## config.mk

```make
export PLATFORM = sky130hd
export DESIGN_NAME = simd_booth_accumulator
export DESIGN_NICKNAME = d
export VERILOG_FILES = /design/src/rtl/simd_booth_pkg.sv /design/src/rtl/simd_booth_step.sv /design/src/rtl/simd_booth_accumulator.sv
export SDC_FILE = /design/constraint.sdc
export NUM_CORES = 1
export LEC_CHECK = 0
export CORE_MARGIN = 3
export CORE_UTILIZATION = 49
export CTS_CLUSTER_DIAMETER = 120
export DETAILED_ROUTE_END_ITERATION = 16
export HOLD_SLACK_MARGIN = 0.02
export PLACE_DENSITY = 0.82
export SYNTH_ARGS = -nofsm -noshare
export SYNTH_HDL_FRONTEND = slang
export SYNTH_SLANG_ARGS = --single-unit
```

## constraint.sdc

```tcl
create_clock -name i_clk -period 6.1 [get_ports i_clk]
set_input_delay 0.915 -clock i_clk [delete_from_list [all_inputs] [get_ports i_clk]]
set_output_delay 0.915 -clock i_clk [all_outputs]
set_load 0.02 [all_outputs]
```

## src/rtl/simd_booth_pkg.sv

```systemverilog
// Shared constants, lane layout helpers and FSM state type for the SIMD Booth
// step engine.
package simd_booth_pkg;

   localparam int unsigned ACC_W  = 36;
   localparam int unsigned DATA_W = 16;
   localparam int unsigned PROD_W = 32;
   localparam int unsigned CNT_W  = 5;

   localparam logic [1:0] MODE_1X16    = 2'b00;
   localparam logic [1:0] MODE_2X8     = 2'b01;
   localparam logic [1:0] MODE_4X4     = 2'b10;
   localparam logic [1:0] MODE_ILLEGAL = 2'b11;

   localparam logic [CNT_W-1:0] STEPS_1X16 = 5'd16;
   localparam logic [CNT_W-1:0] STEPS_2X8  = 5'd8;
   localparam logic [CNT_W-1:0] STEPS_4X4  = 5'd4;

   localparam int unsigned LANE_W_1X16    = 16;
   localparam int unsigned LANE_W_2X8     = 8;
   localparam int unsigned LANE_W_4X4     = 4;
   localparam int unsigned LANE_BASE_2X8  = 17;
   localparam int unsigned LANE_BASE_4X4  = 9;

   typedef enum logic [1:0] {
      IDLE = 2'd0,
      RUN  = 2'd1,
      DONE = 2'd2
   } state_t;

   function automatic logic [CNT_W-1:0] step_count(input logic [1:0] mode);
      case (mode)
         MODE_2X8: step_count = STEPS_2X8;
         MODE_4X4: step_count = STEPS_4X4;
         default:  step_count = STEPS_1X16;
      endcase
   endfunction

   // A = 0, q-1 = 0, unused = 0; only the Q fields carry the multiplier.
   function automatic logic [ACC_W-1:0] load_accum(input logic [1:0]        mode,
                                                   input logic [DATA_W-1:0] mult);
      logic [ACC_W-1:0] acc;
      acc = '0;
      case (mode)
         MODE_1X16: acc[16:1] = mult;
         MODE_2X8: begin
            for (int i = 0; i < 2; i++)
               acc[LANE_BASE_2X8*i+1 +: LANE_W_2X8] = mult[LANE_W_2X8*i +: LANE_W_2X8];
         end
         MODE_4X4: begin
            for (int i = 0; i < 4; i++)
               acc[LANE_BASE_4X4*i+1 +: LANE_W_4X4] = mult[LANE_W_4X4*i +: LANE_W_4X4];
         end
         default: acc = '0;
      endcase
      return acc;
   endfunction

   // Each lane's A||Q field is packed contiguously into the product word.
   function automatic logic [PROD_W-1:0] pack_product(input logic [1:0]       mode,
                                                      input logic [ACC_W-1:0] acc);
      logic [PROD_W-1:0] prod;
      prod = '0;
      case (mode)
         MODE_1X16: prod = acc[32:1];
         MODE_2X8: begin
            for (int i = 0; i < 2; i++)
               prod[16*i +: 16] = acc[LANE_BASE_2X8*i+1 +: 16];
         end
         MODE_4X4: begin
            for (int i = 0; i < 4; i++)
               prod[8*i +: 8] = acc[LANE_BASE_4X4*i+1 +: 8];
         end
         default: prod = '0;
      endcase
      return prod;
   endfunction

endpackage

```

## src/rtl/simd_booth_step.sv

```systemverilog
// One Booth iteration on the lane-packed accumulator: per-lane add/sub of the
// encoder-selected multiplicand, then per-lane arithmetic right shift.
module simd_booth_step
   import simd_booth_pkg::*;
(
   input  logic [ACC_W-1:0]  i_accum,
   input  logic [DATA_W-1:0] i_enc_m,
   input  logic [3:0]        i_enc_flags,
   input  logic [1:0]        i_mode,
   output logic [ACC_W-1:0]  o_accum_next_c
);

   logic [LANE_W_1X16-1:0]      w_a16;
   logic [1:0][LANE_W_2X8-1:0]  w_a8;
   logic [3:0][LANE_W_4X4-1:0]  w_a4;

   // Lane sums wrap at the lane width, so no carry ever crosses a lane.
   always_comb begin
      o_accum_next_c = i_accum;
      w_a16          = '0;
      w_a8           = '0;
      w_a4           = '0;
      case (i_mode)
         MODE_1X16: begin
            w_a16 = i_enc_flags[0] ? i_accum[32:17] - i_enc_m
                                   : i_accum[32:17] + i_enc_m;
            o_accum_next_c = {3'b000, w_a16[15], w_a16, i_accum[16:1]};
         end
         MODE_2X8: begin
            o_accum_next_c = '0;
            for (int i = 0; i < 2; i++) begin
               w_a8[i] = i_enc_flags[2*i]
                  ? i_accum[LANE_BASE_2X8*i+9 +: 8] - i_enc_m[8*i +: 8]
                  : i_accum[LANE_BASE_2X8*i+9 +: 8] + i_enc_m[8*i +: 8];
               o_accum_next_c[LANE_BASE_2X8*i +: 17] =
                  {w_a8[i][7], w_a8[i], i_accum[LANE_BASE_2X8*i+1 +: 8]};
            end
         end
         MODE_4X4: begin
            for (int i = 0; i < 4; i++) begin
               w_a4[i] = i_enc_flags[i]
                  ? i_accum[LANE_BASE_4X4*i+5 +: 4] - i_enc_m[4*i +: 4]
                  : i_accum[LANE_BASE_4X4*i+5 +: 4] + i_enc_m[4*i +: 4];
               o_accum_next_c[LANE_BASE_4X4*i +: 9] =
                  {w_a4[i][3], w_a4[i], i_accum[LANE_BASE_4X4*i+1 +: 4]};
            end
         end
         default: o_accum_next_c = i_accum;
      endcase
   end

endmodule

```

## src/rtl/simd_booth_accumulator.sv

```systemverilog
// Sequential Booth step engine: holds the lane-packed accumulator for the
// external encoder, iterates N steps and returns packed signed products.
module simd_booth_accumulator
   import simd_booth_pkg::*;
(
   input  logic                 i_clk,
   input  logic                 i_rst,
   input  logic                 i_start,
   input  logic [1:0]           i_mode,
   input  logic [DATA_W-1:0]    i_multiplicand,
   input  logic [DATA_W-1:0]    i_multiplier,
   output logic [ACC_W-1:0]     o_accum,
   output logic [DATA_W-1:0]    o_mcand_q,
   output logic [1:0]           o_mode_q,
   input  logic [DATA_W-1:0]    i_enc_m,
   input  logic [3:0]           i_enc_flags,
   output logic                 o_busy,
   output logic                 o_done,
   output logic [PROD_W-1:0]    o_product,
   output logic                 o_mode_err
);

   state_t              r_state;
   logic [ACC_W-1:0]    r_accum;
   logic [DATA_W-1:0]   r_mcand;
   logic [1:0]          r_mode;
   logic [CNT_W-1:0]    r_cnt;
   logic [PROD_W-1:0]   r_product;
   logic                r_busy;
   logic                r_done;
   logic                r_mode_err;
   logic [ACC_W-1:0]    w_accum_next;

   simd_booth_step u_step (
      .i_accum        (r_accum),
      .i_enc_m        (i_enc_m),
      .i_enc_flags    (i_enc_flags),
      .i_mode         (r_mode),
      .o_accum_next_c (w_accum_next)
   );

   // DONE accepts a new start exactly like IDLE, giving back-to-back operation.
   always_ff @(posedge i_clk or posedge i_rst) begin
      if (i_rst) begin
         r_state    <= IDLE;
         r_accum    <= '0;
         r_mcand    <= '0;
         r_mode     <= MODE_1X16;
         r_cnt      <= '0;
         r_product  <= '0;
         r_busy     <= 1'b0;
         r_done     <= 1'b0;
         r_mode_err <= 1'b0;
      end else begin
         r_done     <= 1'b0;
         r_mode_err <= 1'b0;
         case (r_state)
            IDLE, DONE: begin
               if (i_start && (i_mode != MODE_ILLEGAL)) begin
                  r_state <= RUN;
                  r_busy  <= 1'b1;
                  r_accum <= load_accum(i_mode, i_multiplier);
                  r_mcand <= i_multiplicand;
                  r_mode  <= i_mode;
                  r_cnt   <= step_count(i_mode);
               end else begin
                  r_state    <= IDLE;
                  r_busy     <= 1'b0;
                  r_mode_err <= i_start;
               end
            end
            RUN: begin
               r_accum <= w_accum_next;
               r_cnt   <= r_cnt - CNT_W'(1);
               if (r_cnt == CNT_W'(1)) begin
                  r_state   <= DONE;
                  r_busy    <= 1'b0;
                  r_done    <= 1'b1;
                  r_product <= pack_product(r_mode, w_accum_next);
               end
            end
            default: begin
               r_state <= IDLE;
               r_busy  <= 1'b0;
            end
         endcase
      end
   end

   assign o_accum    = r_accum;
   assign o_mcand_q  = r_mcand;
   assign o_mode_q   = r_mode;
   assign o_busy     = r_busy;
   assign o_done     = r_done;
   assign o_product  = r_product;
   assign o_mode_err = r_mode_err;

endmodule

```

==> impl_metrics.csv, run 1 <==
group,metric,value,unit
worst_setup_path,rrSetupSlack,2950,ps
global_routing,antenna_found_initial,0,
yosys,synth_area,0.00729,mm^2
yosys,synth_ff_type,"dfrtp_1",
worst_setup_path,cp_top_family,"compound AO/OA/AOI/OAI gates",
cells_and_area,syn_to_final_growth,25.9,%
timing,clock_skew,8.61,ps
place,port_buffers,145,
worst_setup_path,start_kind,"input port",
clock_tree,numCtsBuffers,9,
floorplan,die_h,128,um
timing,grt_setup_unrepaired,"no",
power_and_ir_drop,switching_share,48.7,%
clock_tree,clk_latency,360,ps
floorplan,die-area,0.0164,mm^2
yosys,yosys_warnings,0,
clock_tree,post_cts_buffers,0,
clock_tree,cts_root_buf,"clkbuf_16",
worst_hold_path,holdCritPathClass,"reg -> reg",
worst_hold_path,min_from,"o_mcand_q[1]",
routing,dr_total_vias,7074,
place,gp_congestion,0.949,
power_and_ir_drop,irDropWorstVdd,0.336,mV
worst_setup_path,path_cells,"clkdlybuf4s50_1 > inv_1 > ha_1 > or3b_4 > nor4b_1 > buf_4 > nor2_1 > xnor2_1 > ha_1 > a21o_1 > a21o_1 > a21o_1 > a221oi_1 > nor2b_1 > o21a_1 > o21ai_0 > o311ai_2 > o21a_1 > a21o_1",
worst_setup_path,setup.worst_path.start,"i_enc_m[1]",
power_and_ir_drop,p_switching,2.71,mW
clock_tree,cts-resized-gates,0,
routing,viasPerCell,6.12,
floorplan,ios,146,
power_and_ir_drop,p_leak,4.00,nW
worst_setup_path,slowest_stage,"clkdlybuf4s50_1",
timing,timing.fmax,200,MHz
global_routing,grt_pass1_wl,36100,um
yosys,synth-edff-count,0,
timing,max_slew_margin,22.1,%
timing,final-setup-viol-count,0,
timing,hold_ws,477,ps
global_routing,grt_pass1_vias,6743,
yosys,avgSynthCellArea,8.54,um^2
routing,ant_nets,0,
floorplan,die_w,128,um
clock_tree,htree_num_levels,3,
timing,fin_tns_setup,0,ps
worst_setup_path,cp.arrival,5260,ps
clock_tree,clk_pin_slew,80,ps
worst_setup_path,crit_fanout,5,
worst_setup_path,cp.required,6350,ps
timing,worstMarginPinSlew,1160,ps
flow_run,drv_cap,0,
worst_setup_path,critPathCaptureType,"flop",
run_status,outcome,"completed",
floorplan,floorplan.initialDensity,51.3,%
yosys,synth_nets,961,
routing,drc_errors,0,
global_routing,grt_start_max_net_pins,55,
yosys,seq_area_frac_synth,33.0,%
routing,routed_wl,23000,um
worst_setup_path,crit_path_frequent_cell,"a21o_1",
cells_and_area,drive_above_1_share,7.48,%
yosys,synthCells,853,
timing,slew_viol_final,0,
clock_tree,clockBufferDepth,2,
cells_and_area,final_nets,1079,
timing,finalCritPeriodShare,82.1,%
worst_setup_path,critPathKind,"in -> reg",
worst_setup_path,cpPeakStageDelay,490,ps
routing,drtPass1Iterations,6,
routing,avgRoutedWirePerCell,19.9,um
worst_setup_path,path_buf_inv,3,
power_and_ir_drop,p_per_area,606,mW/mm^2
cells_and_area,diodes,0,
clock_tree,cts.sinks,96,
place,dp_hpwl,17000,um
global_routing,track_usage,27.8,%
power_and_ir_drop,internal_power,2.85,mW
power_and_ir_drop,clockPowerShare,10.9,%
global_routing,grt_overflow_total,0,
power_and_ir_drop,power,5.56,mW
clock_tree,tritoncts,"done",
power_and_ir_drop,combinationalPowerShare,65.6,%
routing,drtIter0Drc,704,
timing,hold_viol_final,0,
yosys,synth_cell_type_count,78,
floorplan,core,0.0142,mm^2
worst_setup_path,reg2reg_from,"o_accum[18]",
power_and_ir_drop,seq_power_share,23.6,%
clock_tree,cts_hold_buffers,0,
timing,finalCriticalPeriod,5010,ps
floorplan,num_rows,43,
yosys,synth_seq_cells,96,
yosys,async_flop_share,100,%
[state kept, by name, indices dropped and copies added, names as in the netlist]
register    cells
o_mode_err      1
o_mcand_q      16
o_done          1
o_mode_q        2
o_accum        36
o_busy          1
r_state         2
o_product      32
r_cnt           5
[power groups by stage]
stage                     Sequential (mW)  Clock [mW]  Combinational, mW
after floorplan                      1.51           0               2.12
final                                1.31       0.605               3.64
after CTS                            1.30       0.609               3.60
after global placement               1.30           0               3.51
after global routing                 1.35       0.638               3.93
after detailed placement             1.30           0               3.57
[area by class of cell]
type                       instances  area, um^2
fill                            1182        5030
clock buffer                       9         225
clock inverter                     7        83.8
multi-input combinational        661        4530
tap                              180         225
timing repair buffer             156        1530
inverter                          47         179
sequential                        96        2400
[per-layer routing]
metal	global-route usage (%)	part of all wire (%)
met5	0	0
met4	7.93	2.6
met3	7.00	11
met2	43.1	45
met1	38.6	42
[per-stage QoR]
step                      util [%]  instance area (um^2)  setup slack, ps  instances
final                         64.6                  9180             1090       1156
after global routing          64.6                  9180              777       1156
after global placement        62.4                  8870              999       1140
after floorplan                  -                  7290             1630        853
after detailed placement      62.4                  8870              852       1140
after CTS                     64.6                  9180             1130       1156
[worst register-to-register path: stages (launching register included)]
cell       delay (ps)
dfrtp_1           490
ha_1              330
nor2b_1           130
o21a_1            200
o32ai_2           320
o31ai_4           100
maj3_4            350
o2111ai_4         280
nor3b_1           420
o31ai_1           150
a32o_1            280
[synth_stat cells, types with 3 or more instances]
| master | n | area [um^2] |
|---|---|---|
| nor2_1 | 63 | 236 |
| mux2_2 | 10 | 113 |
| o22ai_1 | 12 | 75.1 |
| a21oi_1 | 67 | 335 |
| inv_1 | 47 | 176 |
| a221oi_1 | 10 | 87.6 |
| and3_1 | 3 | 18.8 |
| a211oi_1 | 7 | 52.6 |
| nand3_1 | 8 | 40.0 |
| o31ai_1 | 5 | 37.5 |
| and2_2 | 3 | 22.5 |
| a31oi_1 | 14 | 87.6 |
| nand2b_1 | 5 | 31.3 |
| and2_1 | 3 | 18.8 |
| dfrtp_1 | 96 | 2400 |
| or2_2 | 4 | 25.0 |
| a22o_1 | 9 | 78.8 |
| buf_1 | 8 | 30.0 |
| a221o_1 | 3 | 30.0 |
| ha_1 | 44 | 551 |
| o221ai_1 | 4 | 35.0 |
| nor2b_1 | 10 | 62.6 |
| maj3_2 | 4 | 45.0 |
| or3_1 | 5 | 31.3 |
| xor2_1 | 19 | 166 |
| fa_1 | 7 | 140 |
| a32oi_1 | 5 | 43.8 |
| mux2i_1 | 4 | 40.0 |
| nand2_1 | 123 | 462 |
| a22oi_1 | 11 | 82.6 |
| nor3b_1 | 4 | 30.0 |
| o211ai_1 | 3 | 22.5 |
| o21ai_0 | 48 | 240 |
| o21ai_1 | 4 | 20.0 |
| nor3_1 | 18 | 90.1 |
| o21bai_1 | 3 | 22.5 |
| clkbuf_1 | 40 | 150 |
| o21a_1 | 13 | 97.6 |
| a21o_1 | 16 | 120 |
| xnor2_1 | 44 | 385 |
[cell usage in the layout, fill, tap and decap left out, types with 4 or more instances in the layout]
cell type	count
nor2b_1	10
clkbuf_16	9
o22ai_1	12
ha_1	44
nor3_1	18
inv_1	46
nand3_1	8
nand2b_1	5
mux2_2	10
a21o_1	16
dfrtp_1	95
nor2_1	63
mux2i_1	4
fa_1	7
a22o_1	9
a21oi_1	67
xor2_1	19
a221oi_1	10
o221ai_1	4
a32oi_1	5
a31oi_1	14
or2_2	4
nand2_1	123
o21a_1	13
or3_1	5
o21ai_1	4
a22oi_1	11
o31ai_1	5
a211oi_1	7
maj3_2	4
buf_4	11
clkdlybuf4s50_1	145
o21ai_0	48
xnor2_1	44
[final timing paths]
| check | to | cells past startpoint |
|---|---|---|
| max reg2reg | o_product[26] | 10 |
| min reg2reg | o_mcand_q[1] | 2 |
| max | o_product[31] | 19 |
| min | o_mcand_q[1] | 2 |
| max in group asynchronous | o_mode_q[1] | 3 |
| min in group asynchronous | o_mcand_q[15] | 2 |
[cell families (layout without fill, tap and decap cells)]
| group | count (synthesis) | count (layout) | synth area share, % |
|---|---|---|---|
| AOI/OAI and AO/OA | 266 | 266 | 25.5 |
| xor gates and xnor gates | 65 | 65 | 8.02 |
| adders and majority gates | 58 | 58 | 10.6 |
| buffers and inverters | 96 | 219 | 5.00 |
| DFF | 96 | 96 | 33.0 |
| muxes | 14 | 14 | 2.09 |
| and+or+nand+nor | 258 | 258 | 15.8 |
(Power assumes the default switching activity.)
==> run 2, diff against run 1 <==
- clock period: 6.1 -> 4.8 ns (I/O delays scaled with it)
==> run 2 against run 1 <==
Net effect: cell count is 1.0% higher; flip-flop and latch count stayed put; power is 26% higher.
==> impl_metrics.csv, run 2 (synthesized netlist as in run 1, its figures left out) <==
group,metric,value,unit
timing,final-setup-viol-count,0,
timing,worstMarginPinSlew,1130,ps
routing,drtPass1Iterations,6,
clock_tree,cts-resized-gates,0,
timing,max_slew_margin,24.7,%
routing,dr_total_vias,7094,
worst_setup_path,timing.critical_path.to,"o_product[31]",
floorplan,die_w,128,um
timing,fin_tns_setup,0,ps
floorplan,core,0.0142,mm^2
worst_setup_path,r2r_end,"o_product[23]",
flow_run,drv_cap,0,
clock_tree,clk_latency,360,ps
run_status,outcome,"completed",
worst_setup_path,path_cells,"clkdlybuf4s50_1 > inv_1 > ha_1 > or3b_4 > nor4b_1 > buf_4 > nor2_1 > xnor2_1 > ha_1 > a21o_1 > a21o_1 > a21o_1 > a221oi_1 > nor2b_1 > o21a_1 > o21ai_0 > o311ai_2 > o21a_1 > a21o_1",
timing,hold_ws,473,ps
worst_setup_path,cpPeakStageDelay,450,ps
worst_setup_path,critPathKind,"in -> reg",
clock_tree,clk_pin_slew,70,ps
place,port_buffers,145,
clock_tree,clockBufferDepth,2,
global_routing,grt_start_max_net_pins,68,
power_and_ir_drop,power,7.01,mW
timing,slew_viol_final,0,
cells_and_area,nFillCells,1218,
clock_tree,cts.sinks,96,
clock_tree,numCtsBuffers,9,
timing,finalCritPeriodShare,93.0,%
power_and_ir_drop,irDropWorstVdd,0.381,mV
timing,grt_setup_unrepaired,"no",
global_routing,track_usage,27.6,%
floorplan,num_rows,43,
timing,hold_viol_final,0,
floorplan,floorplan.initialDensity,51.3,%
timing,timing.fmax,224,MHz
routing,wl_met3,2440,um
floorplan,ios,146,
routing,drtIter0Drc,694,
worst_setup_path,slowest_stage,"clkdlybuf4s50_1",
routing,viasPerCell,6.07,
global_routing,grt_overflow_total,0,
routing,wl_met2,9930,um
worst_setup_path,rrSetupSlack,1680,ps
cells_and_area,final_common_cell,"clkdlybuf4s50_1",
worst_setup_path,setup.worst_path.start,"i_enc_m[0]",
worst_hold_path,holdCritPathClass,"reg -> reg",
global_routing,grt_pass1_vias,6764,
timing,clock_skew,13.2,ps
worst_setup_path,crit_fanout,4,
cells_and_area,final_cell_mix,"145 x clkdlybuf4s50_1, 123 x nand2_1, 95 x dfrtp_1, 67 x a21oi_1, 63 x nor2_1",
routing,routedLengthMet1,9150,um
global_routing,grt_pass1_wl,36000,um
worst_setup_path,crit_path_frequent_cell,"a21o_1",
timing,finalCriticalPeriod,4470,ps
routing,ant_nets,0,
clock_tree,tritoncts,"done",
clock_tree,htree_num_levels,3,
routing,routed_wl,22400,um
cells_and_area,final_nets,1091,
clock_tree,cts_root_buf,"clkbuf_16",
floorplan,die-area,0.0164,mm^2
clock_tree,cts_hold_buffers,0,
worst_setup_path,critPathCaptureType,"flop",
worst_setup_path,reg2reg_from,"o_accum[17]",
worst_setup_path,start_kind,"input port",
routing,avgRoutedWirePerCell,19.2,um
cells_and_area,largest_reg_flops,36,
floorplan,die_h,128,um
worst_setup_path,reg2reg_depth,13,
power_and_ir_drop,p_per_area,758,mW/mm^2
cells_and_area,diodes,0,
cells_and_area,fin_util,65.1,%
place,dp_hpwl,16500,um
power_and_ir_drop,p_leak,4.04,nW
worst_setup_path,cp.required,5050,ps
routing,top_layer,"met4",
worst_setup_path,cp.arrival,4720,ps
global_routing,antenna_found_initial,0,
place,gp_congestion,0.983,
routing,drc_errors,0,
clock_tree,post_cts_buffers,0,
cells_and_area,syn_to_final_growth,26.9,%
cells_and_area,drive_above_1_share,8.40,%
[run 2: cell count changes in the layout (fill, tap and decap cells not counted), moves of 2 or more]
| cell | change |
|---|---|
| inv_8 | -2 |
| buf_4 | +12 |
| inv_6 | -3 |
| clkinv_4 | +2 |
| clkbuf_1 | +2 |
[run 2: stage by stage]
stage          worst slack [ps]  cell area [um^2]  cells
5_1_grt                    56.7              9250   1168
6_report                    335              9250   1168
2_1_floorplan               526              7290    853
4_1_cts                     349              9250   1168
3_5_place_dp              -24.2              8960   1152
3_3_place_gp               79.2              8960   1152
[run 2: worst max-delay path: cells and delay by family]
kind / cells / cell delay [ps]
buf+inv: 3 / 740
simple gates: 4 / 840
xor+xnor: 1 / 130
compound gates: 9 / 1800
fa+ha+maj: 2 / 470
[run 2: layer usage]
metal	up-vias	GRT usage, %
met1	3341	37.9
met3	68	8.00
li1	3275	-
met4	0	12.1
met2	410	40.5
met5	-	0
[run 2: worst min-delay path by stage]
stage / startpoint / endpoint / slack, ps / cells past startpoint
global placement: o_mcand_q[1] / o_mcand_q[1] / 460 / 2
detailed placement: o_product[27] / o_product[27] / 460 / 2
finish: o_mcand_q[2] / o_mcand_q[2] / 470 / 2
global route: o_mcand_q[6] / o_mcand_q[6] / 490 / 2
floorplan: r_cnt[1] / r_cnt[1] / 490 / 2
CTS: o_product[27] / o_product[27] / 480 / 2
[run 2: cell type report]
type	count	area, um^2	share of cell area, %
Sequential cell	96	2400	26.0
Clock inverter	4	41.3	0.447
Clock buffer	12	246	2.67
Multi-Input combinational cell	661	4530	49.0
Inverter	47	179	1.94
Timing Repair Buffer	168	1620	17.6
Tap cell	180	225	2.44
[run 2: power breakdown]
group | switching (mW) | internal [mW] | total (mW)
clock | 0.338 | 0.373 | 0.710
sequential | 0.439 | 1.20 | 1.64
combinational | 2.61 | 2.04 | 4.66
total | 3.39 | 3.62 | 7.01
